`config.mk`:
```
export PLATFORM = sky130hd
export DESIGN_NAME = execute_muldiv
export DESIGN_NICKNAME = d
export VERILOG_FILES = /design/src/rtl/execute_muldiv_pkg.sv /design/src/rtl/execute_muldiv_mul_pipe.sv /design/src/rtl/execute_muldiv.sv
export SDC_FILE = /design/constraint.sdc
export NUM_CORES = 2
export LEC_CHECK = 0
export BUFFER_PORTS_ARGS = -buffer_cell sky130_fd_sc_hd__buf_2
export CAP_MARGIN = 30
export CORE_AREA = 2 2 322 292
export CTS_CLUSTER_SIZE = 25
export DETAILED_ROUTE_END_ITERATION = 7
export DIE_AREA = 0 0 324 294
export PLACE_DENSITY = 0.76
export SLEW_MARGIN = 20
export SYNTH_ARGS = -nofsm -noshare
export SYNTH_HDL_FRONTEND = slang
export SYNTH_SLANG_ARGS = --single-unit
```
`constraint.sdc`:
```
create_clock -name clock -period 15.2 [get_ports clock]
set_input_delay 1.52 -clock clock [delete_from_list [all_inputs] [get_ports clock]]
set_output_delay 1.52 -clock clock [all_outputs]
set_load 0.02 [all_outputs]
```
`src/rtl/execute_muldiv_pkg.sv`:
```
// Shared types for the Execute-stage multiply/divide unit: op and state
// encodings plus the op classifier used by the datapath.
package execute_muldiv_pkg;

  typedef enum logic [3:0] {
    MD_NONE,
    MD_MUL,
    MD_MULH,
    MD_MULHSU,
    MD_MULHU,
    MD_DIV,
    MD_DIVU,
    MD_REM,
    MD_REMU
  } mulDivOp_;

  typedef enum logic [1:0] {
    IDLE,
    MUL,
    DIV,
    DONE
  } mulDivState_;

  typedef struct packed {
    logic isHigh;
    logic signedA;
    logic signedB;
    logic isRem;
  } mulDivClass_;

  function automatic mulDivClass_ classifyOp(input mulDivOp_ op);
    mulDivClass_ c;
    c.isHigh  = (op == MD_MULH) || (op == MD_MULHSU) || (op == MD_MULHU);
    c.signedA = (op == MD_MULH) || (op == MD_MULHSU) || (op == MD_DIV) || (op == MD_REM);
    c.signedB = (op == MD_MULH) || (op == MD_DIV) || (op == MD_REM);
    c.isRem   = (op == MD_REM) || (op == MD_REMU);
    return c;
  endfunction

  function automatic logic isMulOp(input mulDivOp_ op);
    return op inside {MD_MUL, MD_MULH, MD_MULHSU, MD_MULHU};
  endfunction

endpackage

```
`src/rtl/execute_muldiv_mul_pipe.sv`:
```
// mul_pipe: XLEN x XLEN multiplier with per-operand signedness and
// MUL_STAGES retiming registers behind the full 2*XLEN product.
module mul_pipe
  import execute_muldiv_pkg::*;
#(
  parameter int XLEN       = 32,
  parameter int MUL_STAGES = 2
) (
  input  logic                clock,
  input  logic                resetN,
  input  logic [XLEN-1:0]     multA,
  input  logic [XLEN-1:0]     multB,
  input  logic                signedA,
  input  logic                signedB,
  output logic [2*XLEN-1:0]   product
);

  logic [2*XLEN-1:0] extA;
  logic [2*XLEN-1:0] extB;
  logic [2*XLEN-1:0] fullProduct;
  logic [2*XLEN-1:0] stageReg [MUL_STAGES];

  // Two's-complement products are exact modulo 2^(2*XLEN) once both
  // operands are extended to the full product width.
  assign extA        = {{XLEN{signedA & multA[XLEN-1]}}, multA};
  assign extB        = {{XLEN{signedB & multB[XLEN-1]}}, multB};
  assign fullProduct = extA * extB;

  always_ff @(posedge clock or negedge resetN) begin
    if (!resetN) begin
      for (int i = 0; i < MUL_STAGES; i++) stageReg[i] <= '0;
    end else begin
      stageReg[0] <= fullProduct;
      for (int i = 1; i < MUL_STAGES; i++) stageReg[i] <= stageReg[i-1];
    end
  end

  assign product = stageReg[MUL_STAGES-1];

endmodule

```
`src/rtl/execute_muldiv.sv`:
```
// Multi-cycle RV32M/RV64M multiply/divide unit for the Execute stage.
// Define MULDIV_EARLY_OUT_EN to resolve trivial divides in one cycle.
module execute_muldiv
  import execute_muldiv_pkg::*;
#(
  parameter int XLEN       = 32,
  parameter int MUL_STAGES = 2
) (
  input  logic            clock,
  input  logic            resetN,
  input  logic            start,
  input  mulDivOp_        op,
  input  logic [XLEN-1:0] operandA,
  input  logic [XLEN-1:0] operandB,
  input  logic            flush,
  output logic            ready,
  output logic            resultValid,
  output logic [XLEN-1:0] result,
  input  logic            resultAccept,
  output mulDivState_     debugState
);

  localparam int CW = $clog2(XLEN + 1);

  mulDivState_       state, stateNext;
  mulDivOp_          opReg, curOp;
  mulDivClass_       cls;
  logic [XLEN-1:0]   aReg, bReg, curA, curB;
  logic [CW-1:0]     count;
  logic [XLEN-1:0]   remReg, quoReg, divisorReg;
  logic              accept, mulLast, divLast;
  logic [2*XLEN-1:0] product;
  logic [XLEN-1:0]   mulResult;
  logic [XLEN-1:0]   magA, magB;
  logic [XLEN:0]     shifted;
  logic              quoBit;
  logic [XLEN-1:0]   remNext, quoNext, divResult;
  logic              negQ, negR;
  logic              earlyDone;
  logic [XLEN-1:0]   earlyResult;

  // Handshake: start is taken only while ready (IDLE); resultValid/result
  // then hold until a cycle with resultAccept=1, and flush overrides both.
  assign accept      = (state == IDLE) && start && (op != MD_NONE) && !flush;
  assign ready       = (state == IDLE);
  assign resultValid = (state == DONE);
  assign debugState  = state;

  // The launch cycle feeds the multiplier straight from the inputs so its
  // first register captures at the accepting edge.
  assign curOp = accept ? op : opReg;
  assign curA  = accept ? operandA : aReg;
  assign curB  = accept ? operandB : bReg;
  assign cls   = classifyOp(curOp);

  mul_pipe #(.XLEN(XLEN), .MUL_STAGES(MUL_STAGES)) uMulPipe (
    .clock   (clock),
    .resetN  (resetN),
    .multA   (curA),
    .multB   (curB),
    .signedA (cls.signedA),
    .signedB (cls.signedB),
    .product (product)
  );

  assign mulResult = cls.isHigh ? product[2*XLEN-1:XLEN] : product[XLEN-1:0];
  assign mulLast   = (count == CW'(MUL_STAGES - 1));
  assign divLast   = (count == CW'(XLEN));

  assign magA    = (cls.signedA && aReg[XLEN-1]) ? -aReg : aReg;
  assign magB    = (cls.signedB && bReg[XLEN-1]) ? -bReg : bReg;
  assign shifted = {remReg, quoReg[XLEN-1]};
  assign quoBit  = (shifted >= {1'b0, divisorReg});
  assign remNext = quoBit ? XLEN'(shifted - {1'b0, divisorReg}) : shifted[XLEN-1:0];
  assign quoNext = {quoReg[XLEN-2:0], quoBit};

  // A zero divisor keeps the all-ones quotient regardless of dividend sign.
  assign negQ      = cls.signedA && (aReg[XLEN-1] ^ bReg[XLEN-1]) && (bReg != '0);
  assign negR      = cls.signedA && aReg[XLEN-1];
  assign divResult = cls.isRem ? (negR ? -remNext : remNext)
                               : (negQ ? -quoNext : quoNext);

`ifdef MULDIV_EARLY_OUT_EN
  assign earlyDone   = (magB == '0) || (magA < magB);
  assign earlyResult = cls.isRem ? aReg : {XLEN{magB == '0}};
`else
  assign earlyDone   = 1'b0;
  assign earlyResult = '0;
`endif

  always_ff @(posedge clock or negedge resetN) begin
    if (!resetN) state <= IDLE;
    else         state <= stateNext;
  end

  always_comb begin
    stateNext = state;
    if (flush) begin
      stateNext = IDLE;
    end else begin
      case (state)
        IDLE: if (start && op != MD_NONE) stateNext = isMulOp(op) ? MUL : DIV;
        MUL:  if (mulLast) stateNext = DONE;
        DIV:  if ((count == '0 && earlyDone) || divLast) stateNext = DONE;
        DONE: if (resultAccept) stateNext = IDLE;
        default: stateNext = IDLE;
      endcase
    end
  end

  always_ff @(posedge clock or negedge resetN) begin
    if (!resetN) begin
      opReg      <= MD_NONE;
      aReg       <= '0;
      bReg       <= '0;
      count      <= '0;
      remReg     <= '0;
      quoReg     <= '0;
      divisorReg <= '0;
      result     <= '0;
    end else if (flush) begin
      count  <= '0;
      result <= '0;
    end else begin
      case (state)
        IDLE: if (accept) begin
          opReg <= op;
          aReg  <= operandA;
          bReg  <= operandB;
          count <= '0;
        end
        MUL: if (mulLast) begin
          result <= mulResult;
          count  <= '0;
        end else begin
          count <= count + CW'(1);
        end
        // count 0 is the operand-prep cycle; counts 1..XLEN each retire one quotient bit.
        DIV: if (count == '0) begin
          remReg     <= '0;
          quoReg     <= magA;
          divisorReg <= magB;
          count      <= CW'(1);
          if (earlyDone) begin
            result <= earlyResult;
            count  <= '0;
          end
        end else begin
          remReg <= remNext;
          quoReg <= quoNext;
          if (divLast) begin
            result <= divResult;
            count  <= '0;
          end else begin
            count <= count + CW'(1);
          end
        end
        DONE: if (resultAccept) result <= '0;
        default: ;
      endcase
    end
  end

endmodule

```
Yosys cells after proc, flatten, opt, wreduce, memory -nomap -nowiden
Cells that the tools add are included.
W data, S select, Z words.
{"block": "totals", "in_bits": 73, "reg_bits": 332}
{"block": "classes", "n_eq_ne": 21, "n_lt_le_gt_ge": 1, "n_reduce_logical": 29, "add_sub_neg": 6, "bitwise": 4, "multipliers": 1, "muxes": 31}
{"cell": "$mux W32", "count": 16}
{"cell": "$neg A32 Y32", "count": 4}
{"cell": "$pmux W32 S3", "count": 1}
{"cell": "$mul A33 B33 Y64", "count": 1}
{"cell": "$ge A33 B32 Y1", "count": 1}
{"cell": "$reduce_bool A32 Y1", "count": 1}
{"cell": "$sub A32 B32 Y32", "count": 1}
{"cell": "$mux W6", "count": 5}
{"cell": "$pmux W6 S3", "count": 1}
{"cell": "$eq A4 B2 Y1 const B", "count": 4}
{"cell": "$eq A4 B3 Y1 const B", "count": 4}
{"cell": "$reduce_bool A4 Y1", "count": 4}
{"cell": "$mux W2", "count": 6}
{"cell": "$ne A3 B2 Y1 const B", "count": 3}
{"cell": "$ne A3 B3 Y1 const B", "count": 3}
{"cell": "$logic_and A1 B1 Y1", "count": 8}
{"cell": "$pmux W2 S4", "count": 1}
{"cell": "$logic_or A1 B1 Y1", "count": 7}
{"cell": "$add A6 B1 Y6 const B", "count": 1}
{"cell": "$eq A6 B1 Y1 const B", "count": 1}
{"cell": "$eq A6 B6 Y1 const B", "count": 1}
{"cell": "$logic_not A6 Y1", "count": 1}
{"cell": "$reduce_and A2 Y1", "count": 3}
{"cell": "$reduce_and A5 Y1", "count": 1}
{"cell": "other kinds (12)", "count": 14}

Logic depth before layout (Yosys ltp)
{"block": "depth", "word_depth": 17, "ltp_mapped": 40, "mapped_depth_nobuf": 35}

By module
From an unflattened synthesis, not the netlist that was laid out.
{"block": "hier_totals", "hier_cells": 6139, "hier_area_um2": 57099.8}
{"mod": "mul_pipe", "cells_each": 4301, "area_each_um2": 41272.1, "n_inst": 1, "seq_area_each_um2": 3203.1}
{"mod": "execute_muldiv", "cells_each": 1838, "area_each_um2": 15827.7, "n_inst": 1, "seq_area_each_um2": 5104.9}

Worst setup path before layout
No wires, ideal clock.
{"block": "synth_path", "path_kind": "input port to flip-flop", "start": "input port op[2]", "end": "register uMulPipe.stageReg[123] (netlist bit)", "setup_slack_ns": 4.297, "path_buffers": 6, "arrival_ns": 10.775, "path_stages": 34, "path_cell_list": "o41ai_1 or2_2 buf_2 buf_2 buf_1 buf_2 mux2i_1 clkbuf_1 nor2_1 fa_1 inv_1 fa_1 fa_1 fa_1 fa_1 inv_1 fa_1 inv_1 fa_1 inv_1 fa_1 ha_1 clkbuf_1 a21o_1 a21o_1 a21oi_1 o21ai_0 a221o_1 a21oi_1 o21ai_1 a211oi_1 o41a_1 mux2i_1 nand3_1"}
{"block": "synth_between", "elab_chain_len": 10, "elab_cells_between_ends": 18, "classes_between": "1 x mul; 4 x eq/ne; 3 x mux; 2 x bitwise; 8 x reduce/logical"}
{"item": "start, declared", "line_no": "execute_muldiv.sv:12", "source": "input mulDivOp_ op,"}
{"item": "$reduce_bool A4 Y1", "line_no": "execute_muldiv.sv:44", "source": "assign accept = (state == IDLE) && start && (op != MD_NONE) && !flush;"}
{"item": "$logic_and A1 B1 Y1 (2 in a row)", "line_no": "execute_muldiv.sv:44"}
{"item": "$mux W4"}
{"item": "$eq A4 B2 Y1 (on tied branches)", "line_no": "execute_muldiv_pkg.sv:34, execute_muldiv_pkg.sv:35"}
{"item": "$logic_or A1 B1 Y1 (3 in a row)", "line_no": "execute_muldiv_pkg.sv:34", "source": "c.signedA = (op == MD_MULH) || (op == MD_MULHSU) || (op == MD_DIV) || (op == MD_REM);"}
{"item": "$and A1 B1 Y1", "line_no": "execute_muldiv_mul_pipe.sv:25", "source": "assign extA = {{XLEN{signedA & multA[XLEN-1]}}, multA};"}
{"item": "$mul A33 B33 Y64 *", "line_no": "execute_muldiv_mul_pipe.sv:27", "source": "assign fullProduct = extA * extB;"}
{"item": "named net uMulPipe.fullProduct[59]", "line_no": "execute_muldiv_mul_pipe.sv:20", "source": "logic [2*XLEN-1:0] fullProduct;"}
{"item": "end, declared", "line_no": "execute_muldiv_mul_pipe.sv:21", "source": "logic [2*XLEN-1:0] stageReg [MUL_STAGES];"}
The timed path passes the listed nets; every way through them passes the cells marked *.
A chain may end at the register's enable or synchronous reset.

Final worst setup path
{"block": "layout_path", "start": "input port op[2]", "end": "register uMulPipe.stageReg[124] (netlist bit)"}
Same word-level chain as after synthesis.

==> results.md <==
- The flow ran to the end, but the final reports show violations.
- The checks that failed: design-rule violations.
- Counting every sink on the clock net gives about 330.
- The worst setup path is captured at a flip-flop.
- The delay contributed by the slowest stage of the critical path is between 800 and 900 ps.
- The reg2reg setup slack is ~3100 ps.
- Input and output buffers added on the ports amount to about 110.
- The first detailed-routing pass took 8 iterations.
- With fillers left out, the area of the finished cells amounts to a little under 60000 sq um.
- Headroom to the max-slew limit came out at 0.307.
- The die area is 95300 sq um.
- In this run the mean area of a mapped cell was a little over 9 sq um.
- The sum of negative setup slack is 0 ps.
- The number of maximum-capacitance violations is 0.
- The routed length per instance is between 20 and 25 um.
- Fill cells in the final layout number ~7600.
- The clock period could shrink to ~13000 ps.
- The overall die width is roughly 320 um.
- The number of hold violations in the final report is 0.
- The worst setup path is launched from an input port.
- The setup-violating endpoint count in the final report is 0.
- Setup repair after global routing left no endpoint under its margin.
- For met3 alone, demand over resource in global routing was 0.104.
- The initial antenna violation count is 9.
- The H-tree was split into 2 levels.
- The type of the tightest min-delay check is reg2reg.
- The via density per instance is roughly 6.0.
- The remaining antenna violation count is 0.
- The cell count after synthesis came out at about 6000.
- The post-synthesis instance area is 54600 sq um.
- Counting both buffers and inverters, the worst setup path holds a total of 5.
- The via count is between 40000 and 50000.
- Counting the buffers created by CTS gives 36.
- The primary flip-flop cell chosen by synthesis mapping is sky130_fd_sc_hd__dfrtp_1.
- For this configuration, the core starts out at a cell density of 0.592.
- The layer with the highest usage after global routing is met2.
- The quantity of gates resized following cts is 0.
- The final core utilization is 0.631.
- The area growth from synthesis to layout is 6.51%.
- In this run the count of I/O pins placed on the die edge is 109.
- Routability-driven placement finished with a final weighted congestion of 1.05.
- After synthesis, the share of flip-flops with an asynchronous set or reset is 1.00.
- For this run the aggregate overflow at the end of global routing stands at 0.
- The dominant delay contributor by cell family on the critical path is adder cells.
- The endpoint arrival time on the critical path is around 13000 ps.
- The largest net degree at the start of global routing is roughly 110.
- The maximum fanout along the worst path is 29.
- The instance area at placement is 56700 sq um.
- The number of hold buffers added after CTS was 0.
- The synthesized net count is 7484.
- For met1 alone, demand over resource in global routing was 0.513.
- The number of global-route vias before repair is ~45000.
- The die is 294 um tall.
- The total wire length after detailed routing is roughly 170000 um.
- Of the cells placed in the final design, the portion with a size suffix greater than 1 is 0.0635.
- The number of setup buffers added after CTS is 0.
- The count of flip-flops with a built-in enable after synthesis is 0.
- The initial DRC count is 5004.
- Of the available clock period, the critical path in the final layout requires 0.847.
- The part of the Yosys area used for sequential elements is 0.152.
- The standard-cell row count is 106.
- For this run, global-route usage on met2 was measured as 0.565.
- The setup clock skew after layout is 50.2 ps.
- The number of pins exceeding their max-slew limit in the final report was 0.
- Clock-pin slew was measured on the worst setup and hold paths at approximately 60 ps.
- In the global route stage, overall resource usage came out at 0.378.
- TritonCTS built the clock tree.
- The worst-margin pin slew is 1010 ps.
- CTS placed an instance of sky130_fd_sc_hd__clkbuf_16 at the clock tree root.
- By instance count, the cell type seen most on the critical path is sky130_fd_sc_hd__fa_1.
- The required time of the critical path is about 16000 ps.
- The standard cell with the maximum stage delay on the critical path is sky130_fd_sc_hd__a311oi_2.
- For this run, the post-layout net count is ~7500.
- The synthesized netlist contains 100 unique library cells.
- During synthesis, Yosys emitted a total of 0 warnings.
- The HPWL after detailed placement is about 140000 um.
- For this run, design rule violations remaining after detail routing come to 1.
- After synthesis the netlist holds a flip-flop and latch count of 332.
- The clock latency on the worst-skew pair is around 580 ps.
- The critical path is of the in2reg type.
- The first global-routing pass estimated between 200000 and 300000 um of wire.
- The maximum clock frequency is slightly below 0.08 GHz.
- The total core area is 92200 sq um.
- The worst-case clock buffer depth is 3.
path summary, 6_finish.rpt:
check	start	to	depth (start not counted)
worst max-delay path	op[2]	uMulPipe.stageReg[124]	31
worst min-delay path	uMulPipe.stageReg[87]	uMulPipe.product[23]	0
worst max register to register	debugState[1]	uMulPipe.stageReg[124]	33
worst min register to register	uMulPipe.stageReg[87]	uMulPipe.product[23]	0
max in group asynchronous	resetN	uMulPipe.product[32]	3
min in group asynchronous	resetN	result[21]	1
Yosys cell counts, drive strengths merged (19+ instances only):
master / n / area (sq um)
nand2b: 25 / 156
xnor2: 124 / 1090
fa: 1126 / 22500
a211oi: 21 / 163
nand3: 43 / 220
and2: 29 / 184
xor2: 76 / 666
o21ai: 164 / 825
inv: 1264 / 4750
o31ai: 32 / 245
a21o: 45 / 338
and3: 19 / 119
a31oi: 31 / 194
or3: 26 / 168
mux2i: 108 / 1080
dfrtp: 332 / 8310
nor2: 558 / 2110
nor3: 50 / 250
a21oi: 218 / 1100
ha: 255 / 3190
nand2: 927 / 3480
buf: 57 / 260
clkbuf: 221 / 830
cell families after synthesis:
group	Yosys count	synth area share
AND/OR/NAND/NOR	1768	0.135
XOR/XNOR	200	0.0321
adder cells (fa/ha/maj)	1381	0.471
flip-flops	332	0.152
AO/OA/AOI/OAI	672	0.0787
buffers and inverters	1555	0.108
multiplexers	122	0.0227
cell type report:
cell class                 instances  area, sq um  area share
inverter                        1277         4800      0.0824
sequential                       332         8310       0.143
clock buffer                      46          988      0.0170
clock inverter                    18          283     0.00486
multi-input combinational       4143        40500       0.697
timing repair buffer             246         1700      0.0291
tap                             1242         1550      0.0267
antenna                            6         15.0    0.000258
through the flow:
| stage | std cells | setup WS (ps) | hold WS (ps) |
|---|---|---|---|
| final | 7310 | 2330 | 329 |
| after global routing | 7304 | 1880 | 345 |
| after CTS | 7297 | 2660 | 329 |
| after detailed placement | 7233 | 2140 | 335 |
| after global placement | 7230 | 2300 | 332 |
| after floorplan | 6030 | 4300 | 331 |
sequential cells by signal, summed over array words and instances (netlist names):
name,flops
count,6
result,32
divisorReg,32
uMulPipe.product,64
uMulPipe.stageReg,64
quoReg,32
bReg,32
debugState,2
remReg,32
aReg,32
opReg,4
cell usage in the layout, fill, tap and decap left out, drive strengths merged, types with 124 or more instances in the layout:
cell and n:
nand2 927, inv 1268, nor2 558, a21oi 218, fa 1126, dfrtp 332, xnor2 124, buf 245
o21ai 164, ha 255
metal layers:
layer | vias to the layer above | routed length (um)
met5 | - | 51
li1 | 18300 | -
met4 | 8 | 10300
met2 | 2625 | 76500
met1 | 22100 | 65900
met3 | 552 | 21400
Power is not shown: default switching activity piles up to over one toggle a cycle in this logic, so the estimate is an artifact.
